$ cat src/rtl/norm_pkg.sv
// Shared definitions for the multiplier mantissa normalizer: default
// datapath geometry and the FSM state encoding.
package norm_pkg;

    localparam int DEF_WIDTH   = 49;
    localparam int DEF_SHAMT_W = 9;
    localparam int DEF_STEP    = 4;

    localparam logic [1:0] S_IDLE  = 2'd0;
    localparam logic [1:0] S_SHIFT = 2'd1;
    localparam logic [1:0] S_DONE  = 2'd2;

    typedef enum logic [1:0] {
        ST_IDLE  = S_IDLE,
        ST_SHIFT = S_SHIFT,
        ST_DONE  = S_DONE
    } state_t;

endpackage

$ cat src/rtl/norm_step_shift.sv
// One normalization decision per cycle: zero detect, MSB set, limit hit,
// coarse STEP-bit shift, or single-bit shift, in that priority order.
module norm_step_shift
    import norm_pkg::*;
#(
    parameter int WIDTH   = DEF_WIDTH,
    parameter int SHAMT_W = DEF_SHAMT_W,
    parameter int STEP    = DEF_STEP
) (
    input  logic [WIDTH-1:0]   data,
    input  logic [SHAMT_W-1:0] shamt,
    input  logic [SHAMT_W-1:0] limit,
    output logic [WIDTH-1:0]   next_data,
    output logic [SHAMT_W-1:0] next_shamt,
    output logic               done,
    output logic               zero,
    output logic               limited
);

    // One extra bit so the coarse-step bound check can never wrap.
    logic [SHAMT_W:0] coarse_sum;
    assign coarse_sum = {1'b0, shamt} + (SHAMT_W+1)'(STEP);

    // Priority-ordered shift decision; a coarse step is only taken when it
    // cannot pass the MSB (top STEP bits zero) and cannot pass the limit.
    always_comb begin
        next_data  = data;
        next_shamt = shamt;
        done       = 1'b0;
        zero       = 1'b0;
        limited    = 1'b0;
        if (data == '0) begin
            next_data  = '0;
            next_shamt = '0;
            done       = 1'b1;
            zero       = 1'b1;
        end else if (data[WIDTH-1]) begin
            done = 1'b1;
        end else if (shamt == limit) begin
            done    = 1'b1;
            limited = 1'b1;
        end else if ((data[WIDTH-1 -: STEP] == '0) && (coarse_sum <= {1'b0, limit})) begin
            next_data  = data << STEP;
            next_shamt = shamt + SHAMT_W'(STEP);
        end else begin
            next_data  = data << 1;
            next_shamt = shamt + SHAMT_W'(1);
        end
    end

endmodule

$ cat src/rtl/seq_normalizer.sv
// Handshaked sequential mantissa normalizer. Left-shifts the operand until
// the MSB is set, the operand is zero, or the caller's limit is reached.
//
//   state    | meaning
//   ---------+--------------------------------------------------------
//   ST_IDLE  | waiting for an operand, outputs hold last result
//   ST_SHIFT | one shift decision per cycle on the working registers
//   ST_DONE  | result presented with out_valid until out_ready
module seq_normalizer
    import norm_pkg::*;
#(
    parameter int WIDTH   = DEF_WIDTH,
    parameter int SHAMT_W = DEF_SHAMT_W,
    parameter int STEP    = DEF_STEP
) (
    input  logic               clk,
    input  logic               rst,
    input  logic               in_valid,
    output logic               in_ready,
    input  logic [WIDTH-1:0]   in_data,
    input  logic [SHAMT_W-1:0] in_limit,
    output logic               out_valid,
    input  logic               out_ready,
    output logic [WIDTH-1:0]   out_data,
    output logic [SHAMT_W-1:0] out_shamt,
    output logic               out_zero,
    output logic               out_limited
);

    localparam logic [SHAMT_W-1:0] LIM_MAX = SHAMT_W'(WIDTH-1);

    state_t             state;
    logic [WIDTH-1:0]   data_q;
    logic [SHAMT_W-1:0] shamt_q;
    logic [SHAMT_W-1:0] limit_q;

    logic [WIDTH-1:0]   step_data;
    logic [SHAMT_W-1:0] step_shamt;
    logic               step_done;
    logic               step_zero;
    logic               step_limited;

    logic               accept;
    logic [SHAMT_W-1:0] limit_clamped;

    // Ready in IDLE, or in DONE when the current result leaves this cycle;
    // held low throughout reset.
    assign in_ready      = !rst && ((state == ST_IDLE) || ((state == ST_DONE) && out_ready));
    assign accept        = in_valid && in_ready;
    assign limit_clamped = (in_limit > LIM_MAX) ? LIM_MAX : in_limit;

    norm_step_shift #(
        .WIDTH   (WIDTH),
        .SHAMT_W (SHAMT_W),
        .STEP    (STEP)
    ) u_step (
        .data       (data_q),
        .shamt      (shamt_q),
        .limit      (limit_q),
        .next_data  (step_data),
        .next_shamt (step_shamt),
        .done       (step_done),
        .zero       (step_zero),
        .limited    (step_limited)
    );

    // FSM, working registers and registered result; a same-cycle accept
    // overrides the DONE->IDLE exit so back-to-back operands go straight
    // to SHIFT.
    always_ff @(posedge clk or posedge rst) begin
        if (rst) begin
            state       <= ST_IDLE;
            data_q      <= '0;
            shamt_q     <= '0;
            limit_q     <= '0;
            out_valid   <= 1'b0;
            out_data    <= '0;
            out_shamt   <= '0;
            out_zero    <= 1'b0;
            out_limited <= 1'b0;
        end else begin
            case (state)
                ST_IDLE: begin
                    state <= ST_IDLE;
                end
                ST_SHIFT: begin
                    if (step_done) begin
                        out_data    <= step_data;
                        out_shamt   <= step_shamt;
                        out_zero    <= step_zero;
                        out_limited <= step_limited;
                        out_valid   <= 1'b1;
                        state       <= ST_DONE;
                    end else begin
                        data_q  <= step_data;
                        shamt_q <= step_shamt;
                    end
                end
                ST_DONE: begin
                    if (out_ready) begin
                        out_valid <= 1'b0;
                        state     <= ST_IDLE;
                    end
                end
                default: begin
                    state <= ST_IDLE;
                end
            endcase

            if (accept) begin
                data_q      <= in_data;
                shamt_q     <= '0;
                limit_q     <= limit_clamped;
                out_zero    <= 1'b0;
                out_limited <= 1'b0;
                state       <= ST_SHIFT;
            end
        end
    end

endmodule

$ cat config.mk
export PLATFORM = sky130hd
export DESIGN_NAME = seq_normalizer
export DESIGN_NICKNAME = d
export VERILOG_FILES = /design/src/rtl/norm_pkg.sv /design/src/rtl/norm_step_shift.sv /design/src/rtl/seq_normalizer.sv
export SDC_FILE = /design/constraint.sdc
export NUM_CORES = 1
export LEC_CHECK = 0
export ABC_AREA = 1
export CAP_MARGIN = 10
export CORE_MARGIN = 4
export CORE_UTILIZATION = 37
export CTS_BUF_LIST = sky130_fd_sc_hd__clkbuf_8 sky130_fd_sc_hd__clkbuf_16
export CTS_CLUSTER_SIZE = 16
export DETAILED_ROUTE_END_ITERATION = 7
export DONT_BUFFER_PORTS = 1
export PLACE_DENSITY = 0.5
export RECOVER_POWER = 25
export SLEW_MARGIN = 40
export SYNTH_ARGS = -nofsm -noshare
export SYNTH_HDL_FRONTEND = slang
export SYNTH_SLANG_ARGS = --single-unit
$ cat constraint.sdc
create_clock -name clk -period 8.55 [get_ports clk]
set_input_delay 2.565 -clock clk [delete_from_list [all_inputs] [get_ports clk]]
set_output_delay 2.565 -clock clk [all_outputs]
set_load 0.01 [all_outputs]
# Word-level counts from Yosys, hierarchy flattened
# Cells that the tools add are included.
[classes]
add_sub_neg = 3
order_cmp = 2
eq_ne = 8
muxes = 34
n_reduce_logical = 17
[op_table]
columns = ["op", "count"]
rows = [
  ["$mux W49", 7],
  ["$mux W9", 8],
  ["$logic_not A49 Y1", 1],
  ["$mux W1", 14],
  ["$add A9 B3 Y10 const B", 1],
  ["$le A10 B9 Y1", 1],
  ["$add A9 B1 Y9 const B", 1],
  ["$add A9 B3 Y9 const B", 1],
  ["$eq A9 B9 Y1", 1],
  ["$gt A9 B6 Y1 const B", 1],
  ["$reduce_and A2 Y1", 4],
  ["$mux W2", 3],
  ["$ne A3 B3 Y1 const B", 2],
  ["$reduce_bool A2 Y1", 3],
  ["$logic_and A1 B1 Y1", 4],
  ["$logic_not A4 Y1", 1],
  ["$ne A2 B2 Y1 const B", 2],
  ["$pmux W2 S2", 1],
  ["$reduce_and A3 Y1", 1],
  ["$eq A2 B1 Y1 const B", 1],
  ["$eq A2 B2 Y1 const B", 1],
  ["$logic_not A2 Y1", 1],
  ["$ne A2 B1 Y1 const B", 1],
  ["$pmux W1 S2", 1],
  ["2 further kinds", 2],
]
[totals]
regBits = 130
in_bits = 62
word_cells = 73

# Depth between registers and ports, before layout
# Gate-level depths: netlist (run 1).
[depth]
ltp_word = 10
ltp_mapped = 20

# Cells and area by module
# A second synthesis (run 1) with hierarchy kept.
[unflattened]
hier_cells = 1071
hier_area_um2 = 7569.8
[by_module_without_submodules]
columns = ["module", "n_inst", "cells_per_inst", "area_per_inst_um2", "seq_area_each_um2"]
rows = [
  ["seq_normalizer", 1, 624, 5407.7, 3253.1],
  ["norm_step_shift", 1, 447, 2162.1, 0.0],
]

# Worst setup path after synthesis (run 1)
# OpenSTA, ideal clock, no wires.
[synth_timing]
kind = "in2out"
startpoint = "input port rst"
endpoint = "output port in_ready"
t_arrival_ns = 5.590
required_time_ns = 5.985
slack_ns = 0.395
cell_stages = 3
n_path_buf = 0
path_cell_list = "inv_1 nand2_1 inv_1"
[synth_via]
elab_chain_len = 2
[synth_rtl]
columns = ["element", "line_no", "source"]
rows = [
  ["start, declared", "seq_normalizer.sv:17", "input logic rst,"],
  ["$logic_not A1 Y1 (no source line)", "-", ""],
  ["$logic_and A1 B1 Y1", "seq_normalizer.sv:48", "assign in_ready = !rst && ((state == ST_IDLE) || ((state == ST_DONE) && out_ready));"],
  ["end, declared", "seq_normalizer.sv:19", "output logic in_ready,"],
]
# Every way passes these cells.

# Worst setup path in the final report (run 1)
# Ends and elaborated chain as after synthesis.

==> flow_summary.json, run 1 <==
{
  "status": "completed",
  "synth_cell_types": 31,
  "rsz0062_at_grt": "false",
  "die_area_mm2": 0.02287,
  "switching_share_pct": 46.89,
  "finalSetupViolCount": 0,
  "layout_common_cells": "nand2_1, nand3_1, inv_1",
  "clockRootBuffer": "clkbuf_16",
  "clock_latency_ps": 420,
  "tightest_slew_ps": 768.7,
  "pwr-share-clk_pct": 21.1,
  "grt_pass1_wl_mm": 35.84,
  "grt_pass1_vias": 6632,
  "numCtsBuffers": 17,
  "synth_nets": 1137,
  "r2r_slack_ps": 4220,
  "initial_utilization_pct": 37.52,
  "drv_slew": 0,
  "holdBufCountCts": 0,
  "dp_hpwl_mm": 14.09,
  "num_rows": 52,
  "critical_path_class": "input port to output pin",
  "fmax_mhz": 172.1,
  "wl_mm": 22.12,
  "fill_cells": 2129,
  "place_area_mm2": 0.007686,
  "grt_usage_pct": 19.94,
  "rr_startpoint": "shamt_q[2]",
  "clock_skew_ps": 11.42,
  "reg2reg_to": "shamt_q[5]",
  "htreeDepth": 4,
  "final_common_cell": "nand2_1",
  "cts_buffer_depth": 2,
  "core_mm2": 0.02023,
  "cp-start-kind": "input port",
  "power_leakage_uw": 0.004348,
  "synth_top_area_share_pct": 42.85,
  "cts_sinks": 130,
  "hold_viol": 0,
  "critPathMaxFanout": 82,
  "nets": 1104,
  "p_per_area_mw_per_mm2": 410.1,
  "crit_path_top_delay_cell": "inv_8",
  "fin_crit_sh_pct": 67.98,
  "grt_max_degree": 83,
  "ir_drop_mv": 0.2119,
  "postCtsSetupBuffers": 0,
  "clk_pin_slew_ps": 60,
  "crit_buf_inv": 2,
  "drt_pass1_iterations": 5,
  "cts_tree": "built",
  "cap_violations": 0,
  "setup.worst_path.start": "rst",
  "arrival_ps": 3250,
  "synth.cell_area_mm2": 0.007591,
  "combPwrFrac_pct": 44.7,
  "yosys.area.top_type": "dfrtp_1",
  "whs_ps": 513.0,
  "vias": 6646,
  "fin_area_mm2": 0.008263,
  "r2r_cells": 18,
  "ant_nets": 0,
  "min_path_type": "register to register",
  "p_int_uw": 1800,
  "finalCriticalPeriod_ps": 5812,
  "synth_warnings": 0,
  "drive_gt1_share_pct": 5.364,
  "synth-seq-cells": 130,
  "crit_end": "in_ready",
  "cts_resized": 0,
  "syn_inst": 1064,
  "cp_slowest_stage_delay_ps": 400,
  "die_y_um": 151.2,
  "worstPathCellList": "inv_8, nand2_1, inv_1",
  "io_pins": 124,
  "required_ps": 5990,
  "syn_area_per_cell_um2": 7.134,
  "numPortBuffers": 0,
  "cpLargestDelayFamily": "buffers and inverters",
  "synthTopCellsByArea": "dfrtp_1, nand2_1, nand3_1",
  "die_x_um": 151.2,
  "post-route-drc-count": 0,
  "drt_iter0_drc": 363,
  "tns_ps": 0,
  "routedWlPerCell_um": 16.83,
  "cp.depth": 3,
  "viasPerCell": 5.058,
  "grt_overflow": 0,
  "seq_power_share_pct": 34.2,
  "n_antenna_cell": 0,
  "slew-limit-headroom_pct": 48.57,
  "ys_seq_area_share_pct": 42.85,
  "antenna_found_initial": 0,
  "endpoint_kind": "output pin",
  "synthToLayoutAreaGrowth_pct": 8.851,
  "switching_power_uw": 1589,
  "gp_congestion": 0.8104
}
per-layer routing:
layer | up-vias | track usage [%] | share of wire [%]
met1 | 3138 | 27.73 | 48
met5 | - | 0 | 0
met3 | 15 | 4.698 | 6.0
met4 | 0 | 5.077 | 0.96
li1 | 3336 | - | -
met2 | 157 | 31.30 | 45
registers in the layout, indices dropped and copies added, names as in the netlist:
register / cells
limit_q: 9
state: 2
out_data: 49
data_q: 49
out_zero: 1
shamt_q: 9
out_valid: 1
out_limited: 1
out_shamt: 9
through the flow:
stage               utilization (%)  power, µW  setup WS, ps  std cells
finish                        40.84       3389          2738       1314
global route                  40.84       3722          2590       1314
CTS                           40.82       3427          2520       1314
detailed placement            37.99       2692          2525       1282
global placement              37.86       2668          2551       1281
floorplan                         -       2346         395.0       1064
cells by family after synthesis:
kind of cell             synth area share (%)
XOR/XNOR                                1.846
buffers and inverters                   11.34
flip-flops                              42.85
adder cells (fa/ha/maj)                 1.813
AND/OR/NAND/NOR                         33.31
AO/OA/AOI/OAI                           8.835
synthesized netlist by cell type (all sizes together):
cell type,instances
o21bai,1
clkbuf,19
nand4,14
o211ai,42
buf,41
xnor2,6
inv,142
a22oi,2
o22ai,6
xor2,10
nand3,162
nand3b,2
nor4,2
o31ai,2
dfrtp,130
nor3,2
a21oi,34
nor2,33
nand2,381
o21ai,22
ha,11
worst min-delay path: stages, from the launching register on:
cell	delay, ps
dfrtp_1	380
nand2_1	60
inv_1	40
area by class of cell:
class                           count  area, µm²  area share (%)
Clock buffer                       20      466.7           5.648
Clock inverter                     12      107.6           1.302
Inverter                          142      543.0           6.572
Multi-Input combinational cell    732       3482           42.14
Sequential cell                   130       3253           39.37
Tap cell                          270      337.8           4.088
Timing Repair Buffer                8      72.57          0.8783
power groups by stage:
| stage | clock (µW) | sequential (µW) | combinational, µW |
|---|---|---|---|
| 2_1_floorplan | 0 | 1100 | 1250 |
| 3_3_place_gp | 0 | 1170 | 1500 |
| 3_5_place_dp | 0 | 1170 | 1520 |
| 4_1_cts | 732 | 1160 | 1530 |
| 5_1_grt | 760 | 1200 | 1770 |
| 6_report | 715 | 1160 | 1520 |
worst min-delay path by stage:
stage / cells after the start / end / start
floorplan: 2 / limit_q[0] / limit_q[0]
global placement: 2 / limit_q[6] / limit_q[6]
detailed placement: 2 / limit_q[8] / limit_q[8]
CTS: 2 / limit_q[8] / limit_q[8]
global route: 2 / limit_q[7] / limit_q[7]
finish: 2 / limit_q[8] / limit_q[8]
Note: power is estimated with default switching activity, not from simulation.
==> inputs of run 2 (changes only) <==
Clock period 8.55 ns to 6.05 ns, I/O delays scaled along.
==> run 2 against run 1 <==
  * Total power increased by 43%
  * Combinational power increased by 43%
  * Clock skew decreased by 0.76 ps
  * Critical endpoint unchanged
==> flow_summary.json, run 2 (same netlist as run 1, synthesis figures left out) <==
{
  "nets": 1107,
  "numCtsBuffers": 17,
  "grt_pass1_vias": 6562,
  "r2r_slack_ps": 2330,
  "cpLargestDelayFamily": "buffers and inverters",
  "power_leakage_uw": 0.004387,
  "min_path_type": "register to register",
  "fin_crit_sh_pct": 67.01,
  "clk_pin_slew_ps": 60,
  "numPortBuffers": 0,
  "cts_resized": 0,
  "core_mm2": 0.02023,
  "critPathMaxFanout": 2,
  "fill_cells": 2147,
  "cts_buffer_depth": 2,
  "die_x_um": 151.2,
  "setup.worst_path.start": "rst",
  "whs_endpoint": "limit_q[0]",
  "critical_path_class": "input port to output pin",
  "grt_overflow": 0,
  "io_pins": 124,
  "grt_pass1_wl_mm": 35.54,
  "die_y_um": 151.2,
  "drive_gt1_share_pct": 5.635,
  "cts_tree": "built",
  "worstPathCellList": "clkinvlp_2, nand2_1, inv_1",
  "clock_skew_ps": 10.66,
  "drt_iter0_drc": 393,
  "tns_ps": 0,
  "htreeDepth": 4,
  "ir_drop_mv": 0.2994,
  "tightest_slew_ps": 758.2,
  "synthToLayoutAreaGrowth_pct": 9.642,
  "cp-start-kind": "input port",
  "wl_mm": 22.04,
  "postCtsSetupBuffers": 0,
  "clockRootBuffer": "clkbuf_16",
  "layout_common_cells": "nand2_1, nand3_1, inv_1",
  "min_from": "limit_q[0]",
  "r2r_cells": 17,
  "num_rows": 52,
  "dp_hpwl_mm": 14.20,
  "finalCriticalPeriod_ps": 4054,
  "rsz0062_at_grt": "false",
  "die_area_mm2": 0.02287,
  "status": "completed",
  "grt_usage_pct": 19.90,
  "n_antenna_cell": 0,
  "rr_startpoint": "shamt_q[2]",
  "ant_nets": 0,
  "arrival_ps": 2240,
  "antenna_found_initial": 0,
  "finalSetupViolCount": 0,
  "largestRegisters": "data_q x49, out_data x49",
  "drt_pass1_iterations": 5,
  "cap_violations": 0,
  "viasPerCell": 5.040,
  "drv_slew": 0,
  "vias": 6638,
  "fmax_mhz": 246.7,
  "hold_viol": 0,
  "p_per_area_mw_per_mm2": 581.1,
  "hold_depth": 2,
  "clock_latency_ps": 420,
  "dp_slack_ps": 2099,
  "initial_utilization_pct": 37.52,
  "crit_path_top_delay_cell": "clkinvlp_2",
  "crit_buf_inv": 2,
  "grt_max_degree": 131,
  "required_ps": 4240,
  "endpoint_kind": "output pin",
  "reg2reg_to": "out_data[2]",
  "power_uw": 4836,
  "post-route-drc-count": 0,
  "fin_ws_ps": 1996,
  "gp_congestion": 0.8098,
  "cp_slowest_stage_delay_ps": 200,
  "final_common_cell": "nand2_1",
  "holdBufCountCts": 0,
  "cts_sinks": 130,
  "slew-limit-headroom_pct": 49.46,
  "routedWlPerCell_um": 16.74
}
run 2: worst max-delay path by stage:
stage	end	slack, ps	cells after the start
global route	in_ready	1940	3
floorplan	in_ready	250	3
finish	in_ready	2000	3
CTS	in_ready	2100	3
global placement	in_ready	2100	3
detailed placement	in_ready	2100	3
run 2: worst reg2reg max path, stage by stage (launching register included):
cell and delay (ps):
dfrtp_1 480, ha_1 250, nand3_1 170, nor2_1 160, xor2_1 240, inv_1 70
ha_1 290, nand2_1 70, nor2_1 160, nand3_1 100, nand3_1 90, nand2_1 90
nand2_2 390, buf_4 470, nand2_1 230, o22ai_1 210, nand2_1 100, nand2_1 90
run 2: stage by stage:
step	utilization, %	hold slack [ps]	area (µm²)	instances
6_report	41.13	509.7	8323	1317
3_3_place_gp	37.99	503.5	7687	1283
4_1_cts	41.13	520.2	8323	1317
3_5_place_dp	38.28	496.0	7745	1285
5_1_grt	41.13	562.9	8323	1317
2_1_floorplan	-	457.0	7595	1064
run 2: report_power, final:
group | internal, µW | total (µW) | switching [µW]
combinational | 728 | 2180 | 1450
clock | 614 | 1020 | 409
sequential | 1250 | 1630 | 383
run 2: layout make-up:
cell class	instances	area, µm²	share of cell area [%]
clock buffers	18	439.2	5.277
clock inverters	14	138.9	1.669
inverters	142	536.8	6.449
multi-input cells	732	3482	41.84
flip-flops and latches	130	3253	39.09
well taps	270	337.8	4.059
repair buffers	11	135.1	1.624
run 2: per-layer routing:
layer	track usage [%]	wire length, µm
met1	28.02	10300
met2	30.87	10110
met3	4.638	1412
met4	5.077	212
met5	0	0
==> inputs of run 3 (changes only) <==
Settings changed: PLACE_DENSITY 0.5 to 0.52.
Clock period 6.05 ns to 3.7 ns, I/O delays scaled along.
==> run 3 against run 2 <==
  * The run now ends with capacitance limit, slew limit left
  * Critical endpoint is now out_data[17]
  * Via count rose by 0.29%
  * Critical path depth grew 14
  * Setup slack lost 1600 ps
  * Sequential share of layout area is 0.32 points higher
  * Non-clock buffer count is 4 higher
  * Combinational power grew 62%
  * Utilization decreased by 0.33 points
  * Highest routed layer unchanged
==> flow_summary.json, run 3 (same netlist as run 1, synthesis figures left out) <==
{
  "drt_pass1_iterations": 5,
  "layout_common_cells": "nand2_1, nand3_1, inv_1",
  "arrival_ps": 3660,
  "antenna_found_initial": 0,
  "tightest_slew_ps": 1919,
  "ir_drop_mv": 0.3132,
  "crit_path_top_delay_cell": "dfrtp_1",
  "grt_pass1_vias": 6608,
  "numCtsBuffers": 17,
  "combPwrFrac_pct": 45.4,
  "vias": 6657,
  "cts_resized": 0,
  "wl_mm": 22.23,
  "dp_hpwl_mm": 14.57,
  "grt_pass1_wl_mm": 35.67,
  "grt_max_degree": 131,
  "die_x_um": 151.2,
  "cap_violations": 1,
  "worstPathCellList": "ha_1, nand3_1, nor2_1, xor2_1, inv_1, ha_1, nand2_1, nor2_1, nand3_1, nand3_1, nand2_1, nand2_2, buf_4, nand2_1, o211ai_1, nand3_1, nand2_1",
  "numPortBuffers": 0,
  "largestRegisters": "data_q x49, out_data x49",
  "holdBufCountCts": 0,
  "initial_utilization_pct": 37.52,
  "seq_area_mm2": 0.003253,
  "seq_power_share_pct": 34.5,
  "clock_latency_ps": 420,
  "cts_sinks": 130,
  "switching_share_pct": 46.66,
  "slew-limit-headroom_pct": -27.96,
  "pwr-share-clk_pct": 20.1,
  "viasPerCell": 5.047,
  "multi_input_area_mm2": 0.003480,
  "clk_pin_slew_ps": 60,
  "die_area_mm2": 0.02287,
  "gp_congestion": 0.8478,
  "clockRootBuffer": "clkbuf_16",
  "endpoint_kind": "register",
  "grt_overflow": 0,
  "rsz0062_at_grt": "false",
  "cpLargestDelayFamily": "simple AND/OR/NAND/NOR gates",
  "switching_power_uw": 3635,
  "routedWlPerCell_um": 16.86,
  "hold_viol": 0,
  "final_util_pct": 40.80,
  "final_common_cell": "nand2_1",
  "ant_nets": 0,
  "critPathMaxFanout": 32,
  "clock_skew_ps": 16.94,
  "postCtsSetupBuffers": 0,
  "p_int_uw": 4155,
  "wl_met1_mm": 10.58,
  "highest_layer": "met4",
  "final_cells": 1319,
  "fmax_mhz": 302.2,
  "grt_usage_pct": 19.81,
  "io_pins": 124,
  "violations": "capacitance limit, slew limit",
  "min_path_type": "register to register",
  "synthToLayoutAreaGrowth_pct": 8.752,
  "power_uw": 7789,
  "num_rows": 52,
  "drt_iter0_drc": 450,
  "power_leakage_uw": 0.004380,
  "route.met2.wl_mm": 10.08,
  "cp_slowest_stage_delay_ps": 470,
  "p_per_area_mw_per_mm2": 943.5,
  "nets": 1111,
  "fin_crit_sh_pct": 89.44,
  "fill_cells": 2164,
  "dp.cells": 1289,
  "cp-start-kind": "register",
  "htreeDepth": 4,
  "drv_slew": 131,
  "critical_path_class": "register to register",
  "whs_ps": 511.7,
  "crit_buf_inv": 2,
  "required_ps": 4050,
  "finalSetupViolCount": 0,
  "finalCriticalPeriod_ps": 3309,
  "drive_gt1_share_pct": 5.344,
  "dr_wl_met3_mm": 1.384,
  "cts_buffer_depth": 2,
  "post-route-drc-count": 0,
  "core_mm2": 0.02023,
  "die_y_um": 151.2,
  "cts_tree": "built",
  "status": "finished, violations left"
}
[run 3: cell count changes in the layout (fill, tap and decap cells not counted), moves of 2 or more]
cell and delta:
buf_4 +6, inv_1 +3, clkinvlp_4 -2, clkinv_2 -2, clkbuf_8 +2, buf_16 -2
clkinv_4 -2
[run 3: metal layers]
layer	GRT usage, %	vias up
li1	-	3346
met1	27.53	3117
met2	31.12	177
met3	4.847	17
met4	4.805	0
met5	0	-
[run 3: power groups by stage]
stage	Clock, µW	Sequential, µW	Combinational (µW)
6_report	1570	2690	3540
4_1_cts	1610	2700	3570
3_5_place_dp	0	2710	3550
2_1_floorplan	0	2540	2890
3_3_place_gp	0	2710	3520
5_1_grt	1670	2780	4100
[run 3: worst paths after layout]
check | depth (start not counted) | endpoint | slack [ps] | startpoint
max | 17 | out_data[17] | 390 | shamt_q[2]
max in group asynchronous | 2 | out_data[15] | 1100 | rst
min in group asynchronous | 2 | data_q[10] | 1280 | rst
min | 2 | limit_q[0] | 510 | limit_q[0]
max reg2reg | 17 | out_data[17] | 390 | shamt_q[2]
min reg2reg | 2 | limit_q[0] | 510 | limit_q[0]
[run 3: per-stage QoR]
step | cell area (µm²) | setup slack, ps | setup TNS, ps
6_report | 8255 | 390.7 | 0
4_1_cts | 8268 | 404.6 | 0
2_1_floorplan | 7596 | -632.1 | -23200
3_5_place_dp | 7732 | 424.6 | 0
3_3_place_gp | 7732 | 513.6 | 0
5_1_grt | 8253 | 51.88 | 0
[run 3: area by class of cell]
type	instances	share of cell area [%]
multi-input cells	732	42.15
diodes	1	0.03031
inverters	142	6.472
clock buffers	20	5.653
flip-flops and latches	130	39.41
clock inverters	9	0.8336
repair buffers	15	1.364
well taps	270	4.092
[run 3: worst reg2reg max path, delay by kind of cell, from the launching register on]
kind | cells | cell delay (ps)
fa+ha+maj | 2 | 540
buf+inv | 2 | 450
flops | 1 | 470
compound gates | 1 | 130
simple gates | 11 | 1410
xor+xnor | 1 | 240
